**config.mk**
```make
export PLATFORM = sky130hd
export DESIGN_NAME = mc_controller
export DESIGN_NICKNAME = d
export VERILOG_FILES = /design/src/rtl/mc_controller.sv
export SDC_FILE = /design/constraint.sdc
export NUM_CORES = 1
export LEC_CHECK = 0
export BUFFER_PORTS_ARGS = -buffer_cell sky130_fd_sc_hd__buf_2
export CORE_MARGIN = 2
export CORE_UTILIZATION = 53
export DETAILED_ROUTE_END_ITERATION = 7
export PLACE_DENSITY = 0.85
export SLEW_MARGIN = 20
export SYNTH_ARGS = -nofsm -noshare
export SYNTH_HDL_FRONTEND = slang
export SYNTH_SLANG_ARGS = --single-unit
```
**constraint.sdc**
```tcl
create_clock -name clk -period 4.8 [get_ports clk]
set_clock_uncertainty 0.15 [all_clocks]
set_input_delay 0.96 -clock clk [delete_from_list [all_inputs] [get_ports clk]]
set_output_delay 0.96 -clock clk [all_outputs]
set_load 0.1 [all_outputs]
```
**src/rtl/mc_controller.sv**
```systemverilog
// Multicycle ARM control unit: sequences fetch/decode/execute/memory/writeback,
// holds the NZCV flags and gates every architectural write on the condition field.
module mc_controller (
  input  logic       clk,
  input  logic       reset,
  input  logic [3:0] cond,
  input  logic [1:0] op,
  input  logic [5:0] funct,
  input  logic [3:0] aluflags,
  output logic       pcwrite,
  output logic       irwrite,
  output logic       memwrite,
  output logic       regwrite,
  output logic       adrsrc,
  output logic       alusrca,
  output logic [1:0] alusrcb,
  output logic [1:0] resultsrc,
  output logic [1:0] immsrc,
  output logic [1:0] regsrc,
  output logic [1:0] alucontrol,
  output logic [3:0] state
);

  typedef enum logic [3:0] {
    FETCH   = 4'd0,
    DECODE  = 4'd1,
    MEMADR  = 4'd2,
    MEMRD   = 4'd3,
    MEMWB   = 4'd4,
    MEMWR   = 4'd5,
    EXECR   = 4'd6,
    EXECI   = 4'd7,
    ALUWB   = 4'd8,
    BRANCH  = 4'd9,
    UNKNOWN = 4'd10
  } state_t;

  typedef struct packed {
    logic       adrsrc;
    logic       irw;
    logic       alusrca;
    logic [1:0] alusrcb;
    logic [1:0] resultsrc;
    logic       nextpc;
    logic       regw;
    logic       memw;
    logic       branch;
    logic       aluop;
  } ctrl_t;

  state_t     cur, nxt;
  ctrl_t      ctl;
  logic [3:0] flags;
  logic [1:0] flagw;
  logic       condex, condexd, wrcond, inexec;
  logic       n, z, c, v;

  // Moore control word for a given state; registered alongside the state itself
  function automatic ctrl_t decode_state(input state_t s);
    ctrl_t w;
    w = '0;
    case (s)
      FETCH: begin
        w.irw = 1'b1; w.alusrca = 1'b1; w.alusrcb = 2'b10;
        w.resultsrc = 2'b10; w.nextpc = 1'b1;
      end
      DECODE: begin
        w.alusrca = 1'b1; w.alusrcb = 2'b10; w.resultsrc = 2'b10;
      end
      MEMADR:  w.alusrcb = 2'b01;
      MEMRD:   w.adrsrc = 1'b1;
      MEMWB:   begin w.resultsrc = 2'b01; w.regw = 1'b1; end
      MEMWR:   begin w.adrsrc = 1'b1; w.memw = 1'b1; end
      EXECR:   w.aluop = 1'b1;
      EXECI:   begin w.alusrcb = 2'b01; w.aluop = 1'b1; end
      ALUWB:   w.regw = 1'b1;
      BRANCH:  begin w.alusrcb = 2'b01; w.resultsrc = 2'b10; w.branch = 1'b1; end
      default: w = '0;
    endcase
    return w;
  endfunction

  always_comb begin
    nxt = FETCH;
    case (cur)
      FETCH:  nxt = DECODE;
      DECODE: begin
        case (op)
          2'b00:   nxt = funct[5] ? EXECI : EXECR;
          2'b01:   nxt = MEMADR;
          2'b10:   nxt = BRANCH;
          default: nxt = UNKNOWN;
        endcase
      end
      MEMADR:  nxt = funct[0] ? MEMRD : MEMWR;
      MEMRD:   nxt = MEMWB;
      EXECR:   nxt = ALUWB;
      EXECI:   nxt = ALUWB;
      default: nxt = FETCH;
    endcase
  end

  always_ff @(posedge clk or negedge reset) begin
    if (!reset) begin
      cur <= FETCH;
      ctl <= decode_state(FETCH);
    end else begin
      cur <= nxt;
      ctl <= decode_state(nxt);
    end
  end

  always_comb begin
    alucontrol = 2'b00;
    flagw      = 2'b00;
    if (ctl.aluop) begin
      case (funct[4:1])
        4'b0100: begin alucontrol = 2'b00; flagw = {funct[0], funct[0]}; end
        4'b0010: begin alucontrol = 2'b01; flagw = {funct[0], funct[0]}; end
        4'b0000: begin alucontrol = 2'b10; flagw = {funct[0], 1'b0}; end
        4'b1100: begin alucontrol = 2'b11; flagw = {funct[0], 1'b0}; end
        default: begin alucontrol = 2'b00; flagw = 2'b00; end
      endcase
    end
  end

  assign {n, z, c, v} = flags;

  always_comb begin
    condex = 1'b0;
    case (cond)
      4'b0000: condex = z;
      4'b0001: condex = ~z;
      4'b0010: condex = c;
      4'b0011: condex = ~c;
      4'b0100: condex = n;
      4'b0101: condex = ~n;
      4'b0110: condex = v;
      4'b0111: condex = ~v;
      4'b1000: condex = c & ~z;
      4'b1001: condex = ~c | z;
      4'b1010: condex = (n == v);
      4'b1011: condex = (n != v);
      4'b1100: condex = ~z & (n == v);
      4'b1101: condex = z | (n != v);
      4'b1110: condex = 1'b1;
      default: condex = 1'b0;
    endcase
  end

  assign inexec = (cur == EXECR) || (cur == EXECI);

  // ALUWB must be gated by the condition seen in EXEC, before that edge's flag update
  always_ff @(posedge clk or negedge reset) begin
    if (!reset) begin
      flags   <= 4'b0000;
      condexd <= 1'b0;
    end else if (inexec) begin
      condexd <= condex;
      if (flagw[1] & condex) flags[3:2] <= aluflags[3:2];
      if (flagw[0] & condex) flags[1:0] <= aluflags[1:0];
    end
  end

  assign wrcond    = (cur == ALUWB) ? condexd : condex;
  assign regwrite  = ctl.regw & wrcond & reset;
  assign memwrite  = ctl.memw & condex & reset;
  assign pcwrite   = (ctl.nextpc | (ctl.branch & condex)) & reset;
  assign irwrite   = ctl.irw & reset;
  assign adrsrc    = ctl.adrsrc;
  assign alusrca   = ctl.alusrca;
  assign alusrcb   = ctl.alusrcb;
  assign resultsrc = ctl.resultsrc;
  assign immsrc    = op;
  assign regsrc    = {op == 2'b01, op == 2'b10};
  assign state     = cur;

endmodule
```
==> impl_metrics.env <==
export IMPL_status="complete, no violations"
export IMPL_p_total_uw=868
export IMPL_synth_area_per_cell_um2=9.79
export IMPL_num_nets_final=164
export IMPL_first_iter_violations=12
export IMPL_syn_area_mm2=0.00113
export IMPL_fmax_ghz=0.276
export IMPL_numCtsBuffers=3
export IMPL_multi_input_comb_area_um2=527
export IMPL_path_cells="buf_2, mux2i_1, xor2_1, a211oi_2, a311oi_2, nor2_1, buf_2"
export IMPL_min_period_ns=3.62
export IMPL_irDropWorstVdd_v=0.000575
export IMPL_cts_root_buf="clkbuf_4"
export IMPL_grt_pass1_vias=903
export IMPL_die_area_mm2=0.00251
export IMPL_num_fill_cells=156
export IMPL_finalCritPeriodShare_pct=75.5
export IMPL_p_leak_uw=0.000671
export IMPL_core_region_area_mm2=0.00198
export IMPL_instances_no_fill=172
export IMPL_cp_arrival_ns=2.51
export IMPL_firstDrtPassIters=4
export IMPL_synth_top_area_share_pct=35.6
export IMPL_cts_buffer_depth=2
export IMPL_post_cts_repair_setup_buffers=0
export IMPL_drv_slew=0
export IMPL_yosysMostFrequentCell="dfrtp_1"
export IMPL_final_setup_viol_count=0
export IMPL_cpPeakStageDelay_ns=0.41
export IMPL_cts_num_sinks=20
export IMPL_die_h_um=50.1
export IMPL_cts_resized=0
export IMPL_p_per_area_mw_per_mm2=663
export IMPL_cts_tree="done"
export IMPL_grt_pass1_wl_um=3680
export IMPL_required_ns=3.69
export IMPL_netlist_top_cells_area="dfrtp_1, dfstp_2, mux2_2"
export IMPL_cp_top_family="compound AO/OA/AOI/OAI gates"
export IMPL_wl_per_cell_um=13.0
export IMPL_syn_num_nets=133
export IMPL_ant_nets=0
export IMPL_clk_pin_slew_ns=0.11
export IMPL_gp_congestion=0.796
export IMPL_rsz0062_at_grt="no"
export IMPL_grt_max_degree=25
export IMPL_dp_hpwl_um=1790
export IMPL_synth_ff_type="dfrtp_1"
export IMPL_cp_common_cell="buf_2"
export IMPL_via_per_inst=5.34
export IMPL_place_area_mm2=0.00127
export IMPL_via_count=918
export IMPL_tightest_slew_ns=0.481
export IMPL_ys_warn_count=0
export IMPL_worstSetupStartpointType="primary input"
export IMPL_ys_types=40
export IMPL_hold_buffers=0
export IMPL_clk_latency_ns=0.29
export IMPL_tns_ns=0
export IMPL_drc=0
export IMPL_maxCapViolations=0
export IMPL_ys_ff_latch=20
export IMPL_synth_edf_count=0
export IMPL_routed_wl_um=2240
export IMPL_seq_area_frac_synth_pct=44.9
export IMPL_grt_usage_pct=19.3
export IMPL_end_kind="primary output"
export IMPL_drive_above_1_share_pct=40.0
export IMPL_async_reset_ff_share_pct=100
export IMPL_area_delta_synth_final_pct=16.3
export IMPL_slowest_stage="a311oi_2"
export IMPL_antenna_found_initial=0
export IMPL_dp_cells=168
export IMPL_start_util_pct=56.8
export IMPL_post_route_cell_area_mm2=0.00131
export IMPL_crit_type="primary input to primary output"
export IMPL_crit_path_max_fanout=6
export IMPL_ios=38
export IMPL_row_count=16
export IMPL_gr_total_overflow=0
export IMPL_ys_top_cells_by_count="dfrtp_1, nor2_1, nand2_1, buf_4, inv_1"
export IMPL_finalHoldViolCount=0
export IMPL_hold_path_class="register to register"
export IMPL_syn_inst=115
export IMPL_cp_num_buf_inv=2
export IMPL_relSlewSlack_pct=67.9
export IMPL_regArea_um2=505
export IMPL_htreeDepth=1
export IMPL_die_x_um=50.1
export IMPL_synth_top_area_cell="dfrtp_1"
export IMPL_port_buffers=37
export IMPL_diodes=0
==> path summary, 6_finish.rpt <==
path	startpoint	to	slack (ns)	cells past startpoint
min in group asynchronous	reset	ctl[1]$_DFF_PN0_	0.46	1
max reg2reg	flags[3]$_DFFE_PN0P_	flags[2]$_DFFE_PN0P_	2.49	6
max in group asynchronous	reset	alusrca$_DFF_PN1_	3.69	1
min reg2reg	condexd$_DFFE_PN0P_	condexd$_DFFE_PN0P_	0.35	2
max	cond[1]	memwrite	1.18	7
min	condexd$_DFFE_PN0P_	condexd$_DFFE_PN0P_	0.35	2
==> worst register-to-register path, stage by stage (launching register included) <==
cell and delay, ns:
dfrtp_1 0.43, xor2_1 0.30, a2bb2oi_2 0.20, xnor2_1 0.09, a311oi_2 0.48, or3_4 0.23, mux2_2 0.32
==> through the flow <==
step                worst slack (ns)  utilization, %  hold slack, ns
finish                          1.18            66.1           0.352
global route                    1.05            66.1           0.396
CTS                             1.19            66.1           0.353
detailed placement              1.20            64.3           0.326
global placement                1.25            64.3           0.320
floorplan                      0.435               -           0.300
==> report_power, final <==
group	switching, µW	internal [µW]
Sequential	45.4	231
Clock	47.4	46.1
Combinational	406	92.5
Total	499	369
==> flip-flops by register name (all words and copies together), names as in the netlist <==
| signal | count |
|---|---|
| alusrca | 1 |
| flags | 4 |
| adrsrc | 1 |
| state | 4 |
| condexd | 1 |
| ctl | 5 |
| alusrcb | 2 |
| resultsrc | 2 |
==> final cells by class <==
class	instances	area share, %
Clock buffer	4	2.77
Multi-Input combinational cell	78	40.2
Timing Repair Buffer	37	14.1
Inverter	6	1.72
Tap cell	27	2.58
Sequential cell	20	38.6
==> layer usage <==
metal	up-vias	part of all wire, %	global-route usage [%]
li1	450	-	-
met5	-	0	0
met3	2	3.4	1.82
met2	22	58	37.9
met4	0	0.62	6.94
met1	444	38	20.7
==> logic make-up after synthesis <==
kind of cell	share of synthesized area (%)
AOI/OAI and AO/OA	15.3
buffers and inverters	8.33
and+or+nand+nor	21.7
xor gates and xnor gates	3.89
DFF	44.9
muxes	5.89
==> placed cells by master, fill, tap and decap left out, types with 2 or more instances in the layout <==
cell / Yosys / final
nor2b_1: 4 / 4
nand3b_1: 2 / 2
nor2_1: 9 / 9
inv_1: 6 / 6
a21oi_1: 5 / 5
mux2_2: 5 / 5
xnor2_1: 3 / 3
clkbuf_4: 0 / 3
and3_1: 2 / 2
xor2_1: 2 / 2
nor3_1: 5 / 5
dfrtp_1: 16 / 16
o21ai_0: 5 / 5
nand3_1: 2 / 2
a21o_1: 3 / 3
nand2_1: 8 / 8
nand2b_1: 2 / 2
nor3b_1: 2 / 2
buf_2: 0 / 37
dfstp_2: 4 / 4
Note: power is estimated with default switching activity, not from simulation.
